--- src/rtl/fault_inject_sched.sv ---
// fault_inject_sched
// Table-driven fault-injection scheduler for the weight-stationary BISR
// systolic array. Up to NUM_FAULTS entries each target one PE with a 2-bit
// fault code and a permanent / transient / intermittent timing mode. All
// scheduling counters freeze while stall is high so injected faults stay
// aligned with the matmul dataflow.
module fault_inject_sched #(
  parameter int ROWS       = 4,
  parameter int COLS       = 4,
  parameter int NUM_FAULTS = 4,
  parameter int CNT_W      = 16,
  parameter int IDX_W      = (NUM_FAULTS > 1) ? $clog2(NUM_FAULTS) : 1,
  parameter int ROW_W      = (ROWS > 1) ? $clog2(ROWS) : 1,
  parameter int COL_W      = (COLS > 1) ? $clog2(COLS) : 1
) (
  input  logic                     clk,
  input  logic                     rst,
  input  logic                     cfg_wr_en,
  input  logic [IDX_W-1:0]         cfg_idx,
  input  logic [ROW_W-1:0]         cfg_row,
  input  logic [COL_W-1:0]         cfg_col,
  input  logic [1:0]               cfg_code,
  input  logic [1:0]               cfg_mode,
  input  logic [CNT_W-1:0]         cfg_start_dly,
  input  logic [CNT_W-1:0]         cfg_dur,
  input  logic [CNT_W-1:0]         cfg_period,
  input  logic                     fi_en,
  input  logic                     stall,
  output logic [ROWS*COLS*2-1:0]   fault_inject_bus,
  output logic [NUM_FAULTS-1:0]    fi_active,
  output logic                     fi_busy,
  output logic                     fi_done,
  output logic                     cfg_err
);

  typedef enum logic [1:0] {G_IDLE, G_RUN, G_DONE} gstate_t;
  typedef enum logic [1:0] {E_WAIT, E_ON, E_OFF, E_FIN} estate_t;

  localparam logic [1:0]       M_OFF   = 2'b00;
  localparam logic [1:0]       M_PERM  = 2'b01;
  localparam logic [1:0]       M_INTER = 2'b11;
  localparam logic [CNT_W-1:0] CNT_MAX = '1;
  localparam int               BUS_W   = ROWS * COLS * 2;

  // Fault table
  logic [1:0]       r_mode [NUM_FAULTS];
  logic [ROW_W-1:0] r_row  [NUM_FAULTS];
  logic [COL_W-1:0] r_col  [NUM_FAULTS];
  logic [1:0]       r_code [NUM_FAULTS];
  logic [CNT_W-1:0] r_dly  [NUM_FAULTS];
  logic [CNT_W-1:0] r_dur  [NUM_FAULTS];
  logic [CNT_W-1:0] r_per  [NUM_FAULTS];

  gstate_t           r_state, w_state_next;
  logic [CNT_W-1:0]  r_cnt, w_cnt_next;
  logic              r_err, w_err_next;
  logic [BUS_W-1:0]  r_bus, w_bus_next;

  logic              w_row_ok, w_col_ok, w_int_bad, w_wr_ok, w_run_hold, w_all_fin;
  logic [CNT_W-1:0]  w_cfg_dur_eff;
  logic [1:0]        w_wr_mode;
  logic [NUM_FAULTS-1:0] w_en_after, w_on_next, w_fin_ok;

  // Write decode: out-of-range targets are dropped; an intermittent entry
  // whose period cannot fit an OFF phase degrades to permanent.
  assign w_row_ok      = ({1'b0, cfg_row} < (ROW_W+1)'(ROWS));
  assign w_col_ok      = ({1'b0, cfg_col} < (COL_W+1)'(COLS));
  assign w_cfg_dur_eff = (cfg_dur == '0) ? CNT_W'(1) : cfg_dur;
  assign w_int_bad     = (cfg_mode == M_INTER) && (cfg_period <= w_cfg_dur_eff);
  assign w_wr_ok       = cfg_wr_en && (r_state == G_IDLE) && w_row_ok && w_col_ok;
  assign w_wr_mode     = w_int_bad ? M_PERM : cfg_mode;
  assign w_run_hold    = (r_state == G_RUN) && (w_state_next == G_RUN);
  assign w_all_fin     = &w_fin_ok;

  // Table storage, only writable while idle; lost on reset
  always_ff @(posedge clk or negedge rst) begin
    if (!rst) begin
      for (int e = 0; e < NUM_FAULTS; e++) begin
        r_mode[e] <= M_OFF;
        r_row[e]  <= '0;
        r_col[e]  <= '0;
        r_code[e] <= '0;
        r_dly[e]  <= '0;
        r_dur[e]  <= '0;
        r_per[e]  <= '0;
      end
    end else begin
      for (int e = 0; e < NUM_FAULTS; e++) begin
        if (w_wr_ok && (cfg_idx == IDX_W'(e))) begin
          r_mode[e] <= w_wr_mode;
          r_row[e]  <= cfg_row;
          r_col[e]  <= cfg_col;
          r_code[e] <= cfg_code;
          r_dly[e]  <= cfg_start_dly;
          r_dur[e]  <= cfg_dur;
          r_per[e]  <= cfg_period;
        end
      end
    end
  end

  // Per-entry timing FSMs
  for (genvar gi = 0; gi < NUM_FAULTS; gi++) begin : g_entry
    estate_t          r_est, w_est_next;
    logic [CNT_W-1:0] r_ecnt, w_ecnt_next;
    logic [CNT_W:0]   w_ecnt_inc;
    logic [CNT_W-1:0] w_dur_eff, w_off_len;
    logic             w_sel;

    assign w_sel      = w_wr_ok && (cfg_idx == IDX_W'(gi));
    assign w_en_after[gi] = w_sel ? (w_wr_mode != M_OFF) : (r_mode[gi] != M_OFF);
    assign w_dur_eff  = (r_dur[gi] == '0) ? CNT_W'(1) : r_dur[gi];
    assign w_off_len  = r_per[gi] - w_dur_eff;

    // Next entry state: restart in WAIT outside a running schedule, hold on stall
    always_comb begin
      w_est_next  = r_est;
      w_ecnt_next = r_ecnt;
      w_ecnt_inc  = {1'b0, r_ecnt} + 1'b1;
      if (!w_run_hold) begin
        w_est_next  = E_WAIT;
        w_ecnt_next = '0;
      end else if (!stall) begin
        case (r_est)
          E_WAIT: begin
            if ((r_mode[gi] != M_OFF) && (r_cnt == r_dly[gi])) begin
              w_est_next  = E_ON;
              w_ecnt_next = '0;
            end
          end
          E_ON: begin
            if (r_mode[gi] != M_PERM) begin
              if (w_ecnt_inc >= {1'b0, w_dur_eff}) begin
                w_ecnt_next = '0;
                w_est_next  = (r_mode[gi] == M_INTER) ? E_OFF : E_FIN;
              end else begin
                w_ecnt_next = w_ecnt_inc[CNT_W-1:0];
              end
            end
          end
          E_OFF: begin
            if (w_ecnt_inc >= {1'b0, w_off_len}) begin
              w_ecnt_next = '0;
              w_est_next  = E_ON;
            end else begin
              w_ecnt_next = w_ecnt_inc[CNT_W-1:0];
            end
          end
          default: ;
        endcase
      end
    end

    // Entry state register
    always_ff @(posedge clk or negedge rst) begin
      if (!rst) begin
        r_est  <= E_WAIT;
        r_ecnt <= '0;
      end else begin
        r_est  <= w_est_next;
        r_ecnt <= w_ecnt_next;
      end
    end

    assign w_on_next[gi] = (w_est_next == E_ON);
    assign w_fin_ok[gi]  = (r_mode[gi] == M_OFF) || (r_est == E_FIN);
    assign fi_active[gi] = (r_est == E_ON);
  end

  // Global next state and error pulse
  always_comb begin
    w_state_next = r_state;
    w_err_next   = 1'b0;
    case (r_state)
      G_IDLE: begin
        if (cfg_wr_en && (!w_row_ok || !w_col_ok || w_int_bad)) w_err_next = 1'b1;
        if (fi_en) begin
          if (|w_en_after) w_state_next = G_RUN;
          else             w_err_next   = 1'b1;
        end
      end
      G_RUN: begin
        if (cfg_wr_en) w_err_next = 1'b1;
        if (!fi_en)         w_state_next = G_IDLE;
        else if (w_all_fin) w_state_next = G_DONE;
      end
      G_DONE: begin
        if (cfg_wr_en) w_err_next = 1'b1;
        if (!fi_en) w_state_next = G_IDLE;
      end
      default: w_state_next = G_IDLE;
    endcase
  end

  // Run-time cycle counter: saturating, frozen by stall, held in DONE
  always_comb begin
    w_cnt_next = r_cnt;
    if (w_run_hold) begin
      if (!stall && (r_cnt != CNT_MAX)) w_cnt_next = r_cnt + 1'b1;
    end else if (w_state_next != G_DONE) begin
      w_cnt_next = '0;
    end
  end

  // Bus slice per PE: OR of codes of every entry that will be ON
  for (genvar gi = 0; gi < ROWS * COLS; gi++) begin : g_pe
    localparam int PR = gi % ROWS;
    localparam int PC = gi / ROWS;
    logic [1:0] w_slice;

    // Collect codes of entries targeting this PE
    always_comb begin
      w_slice = 2'b00;
      for (int e = 0; e < NUM_FAULTS; e++) begin
        if (w_on_next[e] && (r_row[e] == ROW_W'(PR)) && (r_col[e] == COL_W'(PC)))
          w_slice = w_slice | r_code[e];
      end
    end

    assign w_bus_next[gi*2 +: 2] = w_slice;
  end

  // Global state, counter, bus and error registers
  always_ff @(posedge clk or negedge rst) begin
    if (!rst) begin
      r_state <= G_IDLE;
      r_cnt   <= '0;
      r_err   <= 1'b0;
      r_bus   <= '0;
    end else begin
      r_state <= w_state_next;
      r_cnt   <= w_cnt_next;
      r_err   <= w_err_next;
      r_bus   <= w_bus_next;
    end
  end

  assign fault_inject_bus = r_bus;
  assign fi_busy          = (r_state == G_RUN);
  assign fi_done          = (r_state == G_DONE);
  assign cfg_err          = r_err;

endmodule

--- config.mk ---
export PLATFORM = sky130hd
export DESIGN_NAME = fault_inject_sched
export DESIGN_NICKNAME = d
export VERILOG_FILES = /design/src/rtl/fault_inject_sched.sv
export SDC_FILE = /design/constraint.sdc
export NUM_CORES = 1
export LEC_CHECK = 0
export ABC_AREA = 1
export CORE_ASPECT_RATIO = 0.75
export CORE_UTILIZATION = 32
export DETAILED_ROUTE_END_ITERATION = 10
export PLACE_DENSITY = 0.52
export SLEW_MARGIN = 20
export SYNTH_ARGS = -nofsm -noshare
export SYNTH_HDL_FRONTEND = slang
export SYNTH_SLANG_ARGS = --single-unit
--- constraint.sdc ---
create_clock -name clk -period 4.1 [get_ports clk]
set_input_delay 0.82 -clock clk [delete_from_list [all_inputs] [get_ports clk]]
set_output_delay 0.82 -clock clk [all_outputs]
set_load 0.01 [all_outputs]
==> impl_metrics.yaml <==
power_and_ir_drop:
  p_leak_uw: 0.0148
  cellPowerDensity_nw_per_um2: 771
  ir_worst_vdd_mv: 0.336
final_layout:
  nFillCells: 7395
  post-route-cell-area_sq_um: 30000
  final-seq-area_sq_um: 8680
  multi_input_area_sq_um: 13600
  syn_to_final_growth_pct: 28.2
  nets: 3695
  drive_above_1_share_pct: 16.8
clock_network:
  clk_path_buf_depth: 3
  cts_sinks: 347
  clk_pin_slew_ns: 0.06
  insertion_delay_ns: 0.60
  cts_htree_levels: 2
  root_buffer: "clkbuf_16"
  cts_buffers: 40
  cts_tree: "yes"
timing:
  fin_hold_ws_ns: 0.245
  hold_viol_final: 0
  finalSetupTns_ns: -52.08
  drv_slew: 0
  finalSetupViolations: 102
  fmax_mhz: 202
  finalCriticalPeriod_ns: 4.95
  setup_ws_ns: -0.854
  skew_ns: 0.0190
  rsz0062_at_grt: "true"
  slew_headroom_pct: 27.6
  max_slew.worst_pin.slew_ns: 1.08
  min_period_over_period_pct: 121
detailed_routing:
  met3WireLength_microns: 5330
  wirelength_microns: 77100
  wl_met1_microns: 39500
  highest_layer: "met5"
  met2_length_microns: 30900
  dr.first_iter.drc_count: 1697
  num_vias: 21700
  drtPass1Iterations: 5
  via_per_inst: 4.94
  routedWlPerCell_microns: 17.6
  drc_errors: 0
  ant_nets: 0
logic_synthesis:
  syn_area_per_cell_sq_um: 7.68
  yosysTopAreaCell: "dfrtp_1"
  ys_ff_latch: 347
  synth_top_cell_area_share_pct: 37.2
  synth_common_cells: "618 x nand2_1, 432 x inv_1, 347 x dfrtp_1, 305 x o21ai_0, 229 x ha_1"
  synth-seq-area-share_pct: 37.2
  synth_nets: 3339
  netlist_instances: 3043
  synth-edff-count: 0
  netlist_area_sq_um: 23400
  yosys-top-cells-area: "dfrtp_1 37%, ha_1 12%, nand2_1 9.9%"
  synth.distinct_cells: 50
  postSynth.asyncResetShare_pct: 100
  yosysWarnings: 0
  synth.most_common_cell: "nand2_1"
  synthFlopType: "dfrtp_1"
flow_run:
  max-cap-violations: 0
die:
  coreArea_sq_um: 72000
  die_area_sq_um: 74100
  die_x_microns: 314
  design.portCount: 102
  core.rowCount: 85
  die_h_microns: 236
  start_util_pct: 32.5
worst_setup_path:
  path_class: "flip-flop to flip-flop"
  r2r_cells: 32
  endpoint_kind: "flip-flop"
  path_max_fanout: 8
  crit_slowest_cell: "dfrtp_1"
  cp.arrival_ns: 5.42
  setup.worst_path.start_class: "flip-flop"
  r2r_start: "r_dur[28]"
  critPathRequiredTime_ns: 4.56
  cpMostUsedCell: "nand3_1"
  r2r-end: "fault_inject_bus[2]"
  rrSetupSlack_ns: -0.85
  slowest_delay_ns: 0.39
placed_design:
  place_congestion: 0.918
  hpwl_microns: 58500
  place_ws_ns: -1.03
  port-buffer-count: 101
  placed_cell_area_sq_um: 27200
global_routing:
  grt_start_max_net_pins: 113
  grt_pass1_wl_microns: 121000
  grt_usage_pct: 20.8
  grt_antenna_before_repair: 6
  grt_overflow_total: 0
  grt_pass1_vias: 21300
outcome:
  violations: "setup timing"
  status: "complete, but fails checks"
hold_path:
  min_path_type: "primary input to async pin"
through the flow:
| stage | total power, uW | cells | utilization, % |
|---|---|---|---|
| 2_1_floorplan | 13000 | 3043 | - |
| 3_3_place_gp | 17800 | 4262 | 37.8 |
| 3_5_place_dp | 17800 | 4262 | 37.8 |
| 4_1_cts | 22700 | 4372 | 41.0 |
| 5_1_grt | 25200 | 4386 | 41.6 |
| 6_report | 23100 | 4387 | 41.6 |
power by group:
| group | leakage, uW | total, uW | internal, uW | switching (uW) |
|---|---|---|---|---|
| clock network | 0.000722 | 4130 | 2490 | 1630 |
| logic | 0.00955 | 13400 | 5950 | 7420 |
| registers | 0.00451 | 5610 | 4550 | 1050 |
critical path, delay by kind of cell (launching register included):
kind | cells | cell delay (ns)
buffers and inverters | 3 | 0.24
AO/OA/AOI/OAI | 10 | 1.38
flip-flops | 1 | 0.39
AND/OR/NAND/NOR | 15 | 1.65
adder cells (fa/ha/maj) | 3 | 0.90
XOR/XNOR | 1 | 0.23
state kept, by name, indices dropped and copies added, names as in the netlist, 16 cells and up:
signal,count
r_dur,64
r_cnt,16
r_dly,64
g_entry.r_ecnt,64
r_per,64
fault_inject_bus,32
layout by cell type, fill, tap and decap left out, types with 39 or more instances in the layout:
cell / instances
nand2_1: 604
inv_1: 423
dfrtp_1: 347
o21ai_0: 278
buf_4: 268
ha_1: 225
nor2_1: 191
nand3_1: 138
a21oi_1: 120
nand4_1: 100
clkdlybuf4s50_1: 100
xor2_1: 95
nor3_1: 82
clkbuf_16: 40
xnor2_1: 39
final cells by class:
class	instances	area share, %
well taps	957	4.00
clock inverters	25	1.38
flip-flops and latches	347	29.0
diodes	1	0.00835
inverters	438	5.49
clock buffers	47	3.53
multi-input cells	2180	45.3
repair buffers	392	11.3
what timing repair did:
action	CTS	global route
hold endpoints to repair	0	0
hold buffers	0	0
gates cloned	3	1
gates resized for setup	137	80
setup endpoints to repair	104	104
buffers inserted	37	18
pin swaps	75	71
routing by layer:
| layer | vias to the layer above | GRT usage, % |
|---|---|---|
| met1 | 10200 | 32.3 |
| met2 | 523 | 29.1 |
| met4 | 6 | 4.73 |
| met5 | - | 0 |
| met3 | 84 | 4.04 |
| li1 | 10900 | - |
worst max-delay path by stage:
stage                                 to  startpoint  slack, ns
floorplan           fault_inject_bus[11]   r_dur[28]      -0.22
global placement    fault_inject_bus[18]   r_dur[15]      -0.96
detailed placement  fault_inject_bus[16]   r_dur[15]      -1.03
CTS                 fault_inject_bus[11]   r_dur[28]      -0.81
global route         fault_inject_bus[2]   r_dur[28]      -1.21
finish               fault_inject_bus[2]   r_dur[28]      -0.85
cells by family after synthesis:
group           share of synthesized area [%]
simple gates                             24.0
flops                                    37.2
compound gates                           12.9
xor+xnor                                 5.06
fa+ha+maj                                12.6
buf+inv                                  8.34
(Power assumes the default switching activity.)
